==> config.mk <==
export PLATFORM = sky130hd
export DESIGN_NAME = cyber_player_flat
export DESIGN_NICKNAME = d
export VERILOG_FILES = /design/src/rtl/cyber_player_if.sv /design/src/rtl/cyber_player.sv /design/src/flat_wrapper.sv
export SDC_FILE = /design/constraint.sdc
export NUM_CORES = 1
export LEC_CHECK = 0
export ABC_AREA = 1
export CORE_MARGIN = 3
export CORE_UTILIZATION = 52
export CTS_BUF_LIST = sky130_fd_sc_hd__clkbuf_8
export DETAILED_ROUTE_END_ITERATION = 10
export GPL_ROUTABILITY_DRIVEN = 0
export PLACE_DENSITY = 0.82
export SYNTH_ARGS = -nofsm -noshare
export SYNTH_HDL_FRONTEND = slang
export SYNTH_SLANG_ARGS = --single-unit
==> constraint.sdc <==
create_clock -name clk -period 2 [get_ports clk]
set_input_delay 0.4 -clock clk [delete_from_list [all_inputs] [get_ports clk]]
set_output_delay 0.4 -clock clk [all_outputs]
set_load 0.05 [all_outputs]
==> src/rtl/cyber_player_if.sv <==
// Button-side bus of the automated tug-of-war opponent.
// The master drives the rate strobe and settings; the slave (the player) returns the button level.
interface cyber_player_if;
    logic       enable;
    logic [8:0] difficulty;
    logic       freeze;
    logic       key_n;
    logic       press_pulse;
    logic [9:0] lfsr_q;

    modport master (
        output enable, difficulty, freeze,
        input  key_n, press_pulse, lfsr_q
    );

    modport slave (
        input  enable, difficulty, freeze,
        output key_n, press_pulse, lfsr_q
    );
endinterface

==> src/rtl/cyber_player.sv <==
// Automated opponent: an LFSR compared against a difficulty threshold decides when to press.
// Each press is a held active-low level followed by a mandatory release gap.
//
// state     | meaning
// ----------+----------------------------------------------
// ST_IDLE   | released, a press may start on the next tick
// ST_PRESS  | key_n held low for HOLD ticks
// ST_GAP    | key_n held high for GAP ticks before re-arming
module cyber_player #(
    parameter int HOLD = 2,
    parameter int GAP  = 4
) (
    input  logic           clk,
    input  logic           reset,
    cyber_player_if.slave  bus
);

    localparam logic [1:0] ST_IDLE  = 2'd0;
    localparam logic [1:0] ST_PRESS = 2'd1;
    localparam logic [1:0] ST_GAP   = 2'd2;

    // A value of 8 truncates to 0, which the counter reaches by wrapping after 7.
    localparam logic [2:0] HOLD_C = 3'(HOLD);
    localparam logic [2:0] GAP_C  = 3'(GAP);

    logic [9:0] lfsr_q, lfsr_d;
    logic [1:0] state_q, state_d;
    logic [2:0] cnt_q, cnt_d;
    logic       key_n_q, key_n_d;
    logic       pulse_q, pulse_d;
    logic       hit;

    assign hit = (lfsr_q < {1'b0, bus.difficulty});

    always_comb begin
        lfsr_d = lfsr_q;
        if (bus.enable) begin
            if (lfsr_q == 10'h000) lfsr_d = 10'h001;
            else                   lfsr_d = {lfsr_q[8:0], lfsr_q[9] ^ lfsr_q[6]};
        end
    end

    always_comb begin
        state_d = state_q;
        cnt_d   = cnt_q;
        key_n_d = key_n_q;
        pulse_d = 1'b0;
        if (bus.freeze) begin
            state_d = ST_IDLE;
            cnt_d   = 3'd0;
            key_n_d = 1'b1;
        end else if (bus.enable) begin
            case (state_q)
                ST_IDLE: begin
                    if (hit) begin
                        state_d = ST_PRESS;
                        key_n_d = 1'b0;
                        pulse_d = 1'b1;
                        cnt_d   = 3'd1;
                    end
                end
                ST_PRESS: begin
                    if (cnt_q == HOLD_C) begin
                        state_d = ST_GAP;
                        key_n_d = 1'b1;
                        cnt_d   = 3'd1;
                    end else begin
                        cnt_d = cnt_q + 3'd1;
                    end
                end
                ST_GAP: begin
                    key_n_d = 1'b1;
                    if (cnt_q == GAP_C) state_d = ST_IDLE;
                    else                cnt_d   = cnt_q + 3'd1;
                end
                default: begin
                    state_d = ST_IDLE;
                    key_n_d = 1'b1;
                    cnt_d   = 3'd0;
                end
            endcase
        end
    end

    always_ff @(posedge clk or posedge reset) begin
        if (reset) begin
            lfsr_q  <= 10'h001;
            state_q <= ST_IDLE;
            cnt_q   <= 3'd0;
            key_n_q <= 1'b1;
            pulse_q <= 1'b0;
        end else begin
            lfsr_q  <= lfsr_d;
            state_q <= state_d;
            cnt_q   <= cnt_d;
            key_n_q <= key_n_d;
            pulse_q <= pulse_d;
        end
    end

    assign bus.key_n       = key_n_q;
    assign bus.press_pulse = pulse_q;
    assign bus.lfsr_q      = lfsr_q;

endmodule

==> src/flat_wrapper.sv <==
// flat-port wrapper written by rule: the top's interface ports become plain ports
module cyber_player_flat 
#(
    parameter int HOLD = 2,
    parameter int GAP  = 4
)
  (clk, reset, bus_enable, bus_difficulty, bus_freeze, bus_key_n, bus_press_pulse, bus_lfsr_q);
  cyber_player_if bus_i ();
  input  logic clk;
  input  logic reset;
  input wire logic [$bits(bus_i.enable)-1:0] bus_enable;
  input wire logic [$bits(bus_i.difficulty)-1:0] bus_difficulty;
  input wire logic [$bits(bus_i.freeze)-1:0] bus_freeze;
  output wire logic [$bits(bus_i.key_n)-1:0] bus_key_n;
  output wire logic [$bits(bus_i.press_pulse)-1:0] bus_press_pulse;
  output wire logic [$bits(bus_i.lfsr_q)-1:0] bus_lfsr_q;
  assign bus_i.enable = bus_enable;
  assign bus_i.difficulty = bus_difficulty;
  assign bus_i.freeze = bus_freeze;
  assign bus_key_n = bus_i.key_n;
  assign bus_press_pulse = bus_i.press_pulse;
  assign bus_lfsr_q = bus_i.lfsr_q;
  cyber_player #(.HOLD(HOLD), .GAP(GAP)) u_core (.clk(clk), .reset(reset), .bus(bus_i));
endmodule
# == Word-level counts from Yosys, hierarchy flattened ==
# Cells that the tools add are included.
# word_totals
ff_bits,17
latch_bits,0
ramBits,0
romBits,0
output_inout_bits,12
mem_count,0
# classes
n_addsub,1
multipliers,0
div,0
order_cmp,1
n_eq_ne,8
shifts,0
mux,22
n_bitwise,1
reduce_logical,6
# ops
op,count
$mux W3,5
$logic_not A10 Y1,1
$lt A10 B9 Y1,1
$mux W10,1
$mux W2,5
$ne A3 B2 Y1 const B,3
$pmux W3 S3,1
$mux W1,8
$pmux W2 S3,1
$reduce_and A3 Y1,2
$reduce_and A4 Y1,1
$add A3 B1 Y3 const B,1
$eq A3 B2 Y1 const B,1
$eq A3 B3 Y1 const B,1
$ne A3 B3 Y1 const B,1
$eq A2 B1 Y1 const B,1
$eq A2 B2 Y1 const B,1
$logic_not A2 Y1,1
$pmux W1 S2,1
$reduce_bool A2 Y1,1
$xor A1 B1 Y1,1

# == Depth between registers and ports, before layout ==
# logic_depth
word_depth,5
depth_mapped,12
mapped_depth_nobuf,12

# == Worst setup path after synthesis ==
# OpenSTA, ideal clock, no wires.
# synth_timing
path_type,reg2reg
from,register u_core.lfsr_q[5] (netlist: u_core.bus.lfsr_q[5])
to,register u_core.cnt_q[2]
setup_time_ps,118
arrival_ps,1584
required_ps,1882
path_slack_ps,298
path_stages_with_launch,12
path_buffers,0
path_cell_list,dfrtp_1 ha_1 nand2_1 inv_1 nand2_1 nand2_1 nand2_1 nand3_2 nand2_4 nand3_2 nand2_1 nand2_1
# synth_via
elab_chain_cells,3
# synth_rtl
element,line,rtl
from (decl),cyber_player.sv:26,"logic [9:0] lfsr_q, lfsr_d;"
from (signal assigned),cyber_player.sv:93,lfsr_q <= lfsr_d;
$lt A10 B9 Y1,cyber_player.sv:33,"assign hit = (lfsr_q < {1'b0, bus.difficulty});"
$ne A3 B2 Y1 (no source line),n/a,
$reduce_and A3 Y1 (no source line),n/a,
to (signal assigned),cyber_player.sv:95,cnt_q <= cnt_d;
to (decl),cyber_player.sv:28,"logic [2:0] cnt_q, cnt_d;"
# Every way passes these cells.
# A chain may end at the register's enable or synchronous reset.

# == Final worst setup path ==
# layout_timing
from,register u_core.lfsr_q[9] (netlist: u_core.bus.lfsr_q[9])
to,output port bus_lfsr_q[9]
# layout_lines
element,line,rtl
to (decl),flat_wrapper.sv:16,output wire logic [$bits(bus_i.lfsr_q)-1:0] bus_lfsr_q;
# No word-level cell between the ends.

==> run_results.csv <==
group,metric,value,unit
floorplan,io_pins,25,
global_route,track_usage,17.4,%
route,firstDrtPassIters,4,
min_path,hp-class,"register to register",
critical_path,crit_required,1.60,ns
critical_path,reg2reg_depth,11,
clock_tree,numCtsBuffers,3,
finish,multi_input_area,558,um2
logic_synthesis,synth_area_leaders,"dfrtp_1 (33%), nand2_1 (13%), ha_1 (12%)",
route,vias,980,
finish,drive_gt1_share,10.3,%
route,ant_nets,0,
route,viasPerCell,4.88,
pwr,vdd_drop_max,0.719,mV
finish,antenna_cells,0,
sta,timing.setup.tns,0,ns
finish,fin_area,0.00144,mm2
sta,hold_viol,0,
finish,area_growth,27.6,%
floorplan,rows,16,
sta,worst_slack,0.107,ns
min_path,min_path_cells,2,
sta,clock-skew-final,0.00233,ns
floorplan,start_util,56.3,%
run,maxCapViolCount,0,
clock_tree,cts_tree,"done",
min_path,hold_start,"u_core.bus.key_n",
clock_tree,clock-root-buffer,"clkbuf_8",
finish,layout_common_cells,"nand2_1 (38), inv_1 (27), clkdlybuf4s50_1 (21)",
clock_tree,post_cts_resized,0,
place,place_area,0.00139,mm2
route,drc,0,
global_route,grt_pass1_vias,884,
floorplan,die_height,52.6,um
sta,fmax,528,MHz
sta,maxSlewViolCount,0,
critical_path,crit_start,"u_core.bus.lfsr_q[9]",
clock_tree,post_cts_buffers,0,
logic_synthesis,ys_ff_latch,17,
sta,slew_headroom,58.8,%
floorplan,coreArea,0.00200,mm2
logic_synthesis,yosys.area.top_type,"dfrtp_1",
critical_path,cp_top_family,"buffers and inverters",
place,hpwl,1.78,mm
sta,fin_crit_sh,94.7,%
clock_tree,clockBufferDepth,2,
critical_path,crit_fanout,5,
logic_synthesis,synth_area,0.00113,mm2
global_route,grt_max_degree,20,
clock_tree,hold_buffers,0,
critical_path,worstPathArrival,1.49,ns
clock_tree,htree_levels,1,
global_route,antenna_found_initial,0,
outcome,status,"finished clean",
place,io_buffers,24,
critical_path,reg2reg_setup_slack,0.44,ns
clock_tree,cts.sinks,17,
sta,setup_viol,0,
floorplan,dieArea,0.00276,mm2
critical_path,critPathKind,"register to output port",
critical_path,crit_cells,1,
logic_synthesis,synth_area_per_cell,7.67,um2
sta,tightest_slew,0.618,ns
route,wire_per_inst,11.1,um
sta,post-route-min-period,1.89,ns
finish,n_fill_cell,163,
critical_path,critical_path_buf_inv_count,1,
logic_synthesis,yosysWarningCount,0,
clock_tree,cts.clk_slew.worst_paths,0.06,ns
logic_synthesis,ys_types,25,
pwr,cellPowerDensity,1200,mW/mm2
critical_path,start_kind,"register",
route,drt-initial-drc-count,18,
finish,finalNetCount,199,
critical_path,slowest_delay,0.83,ns
min_path,worstHoldEndpoint,"u_core.bus.key_n",
place,place_ws,-0.0422,ns
critical_path,cp_slowest_cell,"clkdlybuf4s50_1",
finish,seqCellArea,428,um2
sta,rsz0062_at_grt,"false",
logic_synthesis,yosysTopAreaCellShare,33.3,%
pwr,leakage,0.000772,uW
clock_tree,insertion_delay,0.25,ns
critical_path,crit_chain,"clkdlybuf4s50_1",
global_route,grt-ovfl-total,0,
finish,final_common_cell,"nand2_1",
logic_synthesis,synthCells,147,
critical_path,endpoint_kind,"output port",
logic_synthesis,synth-seq-area-share,38.0,%
global_route,grt_pass1_wl,3.61,mm
critical_path,r2r-end,"u_core.state_q[0]",
route,finalWirelength,2.23,mm
logic_synthesis,synth_nets,171,
critical_path,timing.rr.start,"u_core.bus.lfsr_q[5]",
floorplan,die_w,52.6,um
-- flip-flops by register name, summed over array words and instances (netlist names) --
name,count
u_core.bus.lfsr_q,10
u_core.cnt_q,3
u_core.state_q,2
u_core.bus.key_n,1
u_core.bus.press_pulse,1
-- tightest hold or removal path: cells and delay by family, from the launching register on --
kind | cells | cell delay, ns
DFF | 1 | 0.37
and+or+nand+nor | 2 | 0.10
-- worst max path at each step --
| stage | slack (ns) | end |
|---|---|---|
| global placement | -0.003 | u_core.cnt_q[1] |
| CTS | 0.11 | bus_lfsr_q[9] |
| finish | 0.11 | bus_lfsr_q[9] |
| floorplan | 0.30 | u_core.cnt_q[2] |
| global route | 0.06 | bus_lfsr_q[9] |
| detailed placement | -0.04 | u_core.cnt_q[2] |
-- report_power, final --
group | total, uW | leakage, uW | switching, uW | internal [uW]
Clock | 251 | 0.0000255 | 113 | 138
Sequential | 570 | 0.000219 | 111 | 458
Combinational | 913 | 0.000527 | 593 | 320
Total | 1730 | 0.000772 | 817 | 916
-- final cells by class --
cell class,instances,share of cell area (%)
multi-input combinational,96,38.8
sequential,17,29.7
timing repair buffer,25,16.7
inverter,32,9.22
clock buffer,3,2.87
tap,27,2.35
clock inverter,1,0.348
-- logic make-up (layout without fill, tap and decap cells) --
family	Yosys count	count (layout)	synth area share, %
fa+ha+maj	11	11	12.2
mux	1	1	0.999
buf+inv	34	61	12.5
xor+xnor	2	2	1.55
simple gates	65	65	26.5
flops	17	17	38.0
compound gates	17	17	8.21
-- cell usage after synthesis --
cell       n
nand2_1   38
inv_1     27
dfrtp_1   15
o21ai_1   12
ha_1      11
nor2_1     9
nand4_1    8
nand3_1    3
nand3_2    3
a21oi_1    2
clkinv_1   2
dfstp_2    2
inv_2      2
nor3_1     2
a21boi_0   1
a21oi_2    1
a31oi_1    1
buf_1      1
buf_2      1
clkinv_8   1
mux2_1     1
nand2_4    1
or2_0      1
xnor2_1    1
xor2_1     1
-- stage by stage --
| stage | instances | utilization (%) | hold slack [ns] | power [uW] |
|---|---|---|---|---|
| 6_report | 201 | 71.9 | 0.469 | 1730 |
| 5_1_grt | 201 | 71.9 | 0.504 | 1860 |
| 4_1_cts | 201 | 71.9 | 0.468 | 1750 |
| 3_5_place_dp | 197 | 69.6 | 0.459 | 1490 |
| 3_3_place_gp | 197 | 69.6 | 0.456 | 1460 |
| 2_1_floorplan | 147 | - | 0.325 | 1220 |
-- layer usage --
metal  wire length [um]  global-route usage (%)  vias to the layer above
li1                   -                       -                      518
met4                  9                    5.11                        0
met2               1050                    30.6                       25
met5                  0                       0                        -
met1               1060                    22.4                      435
met3                113                    1.71                        2
Power figures use the tool's default switching activity.
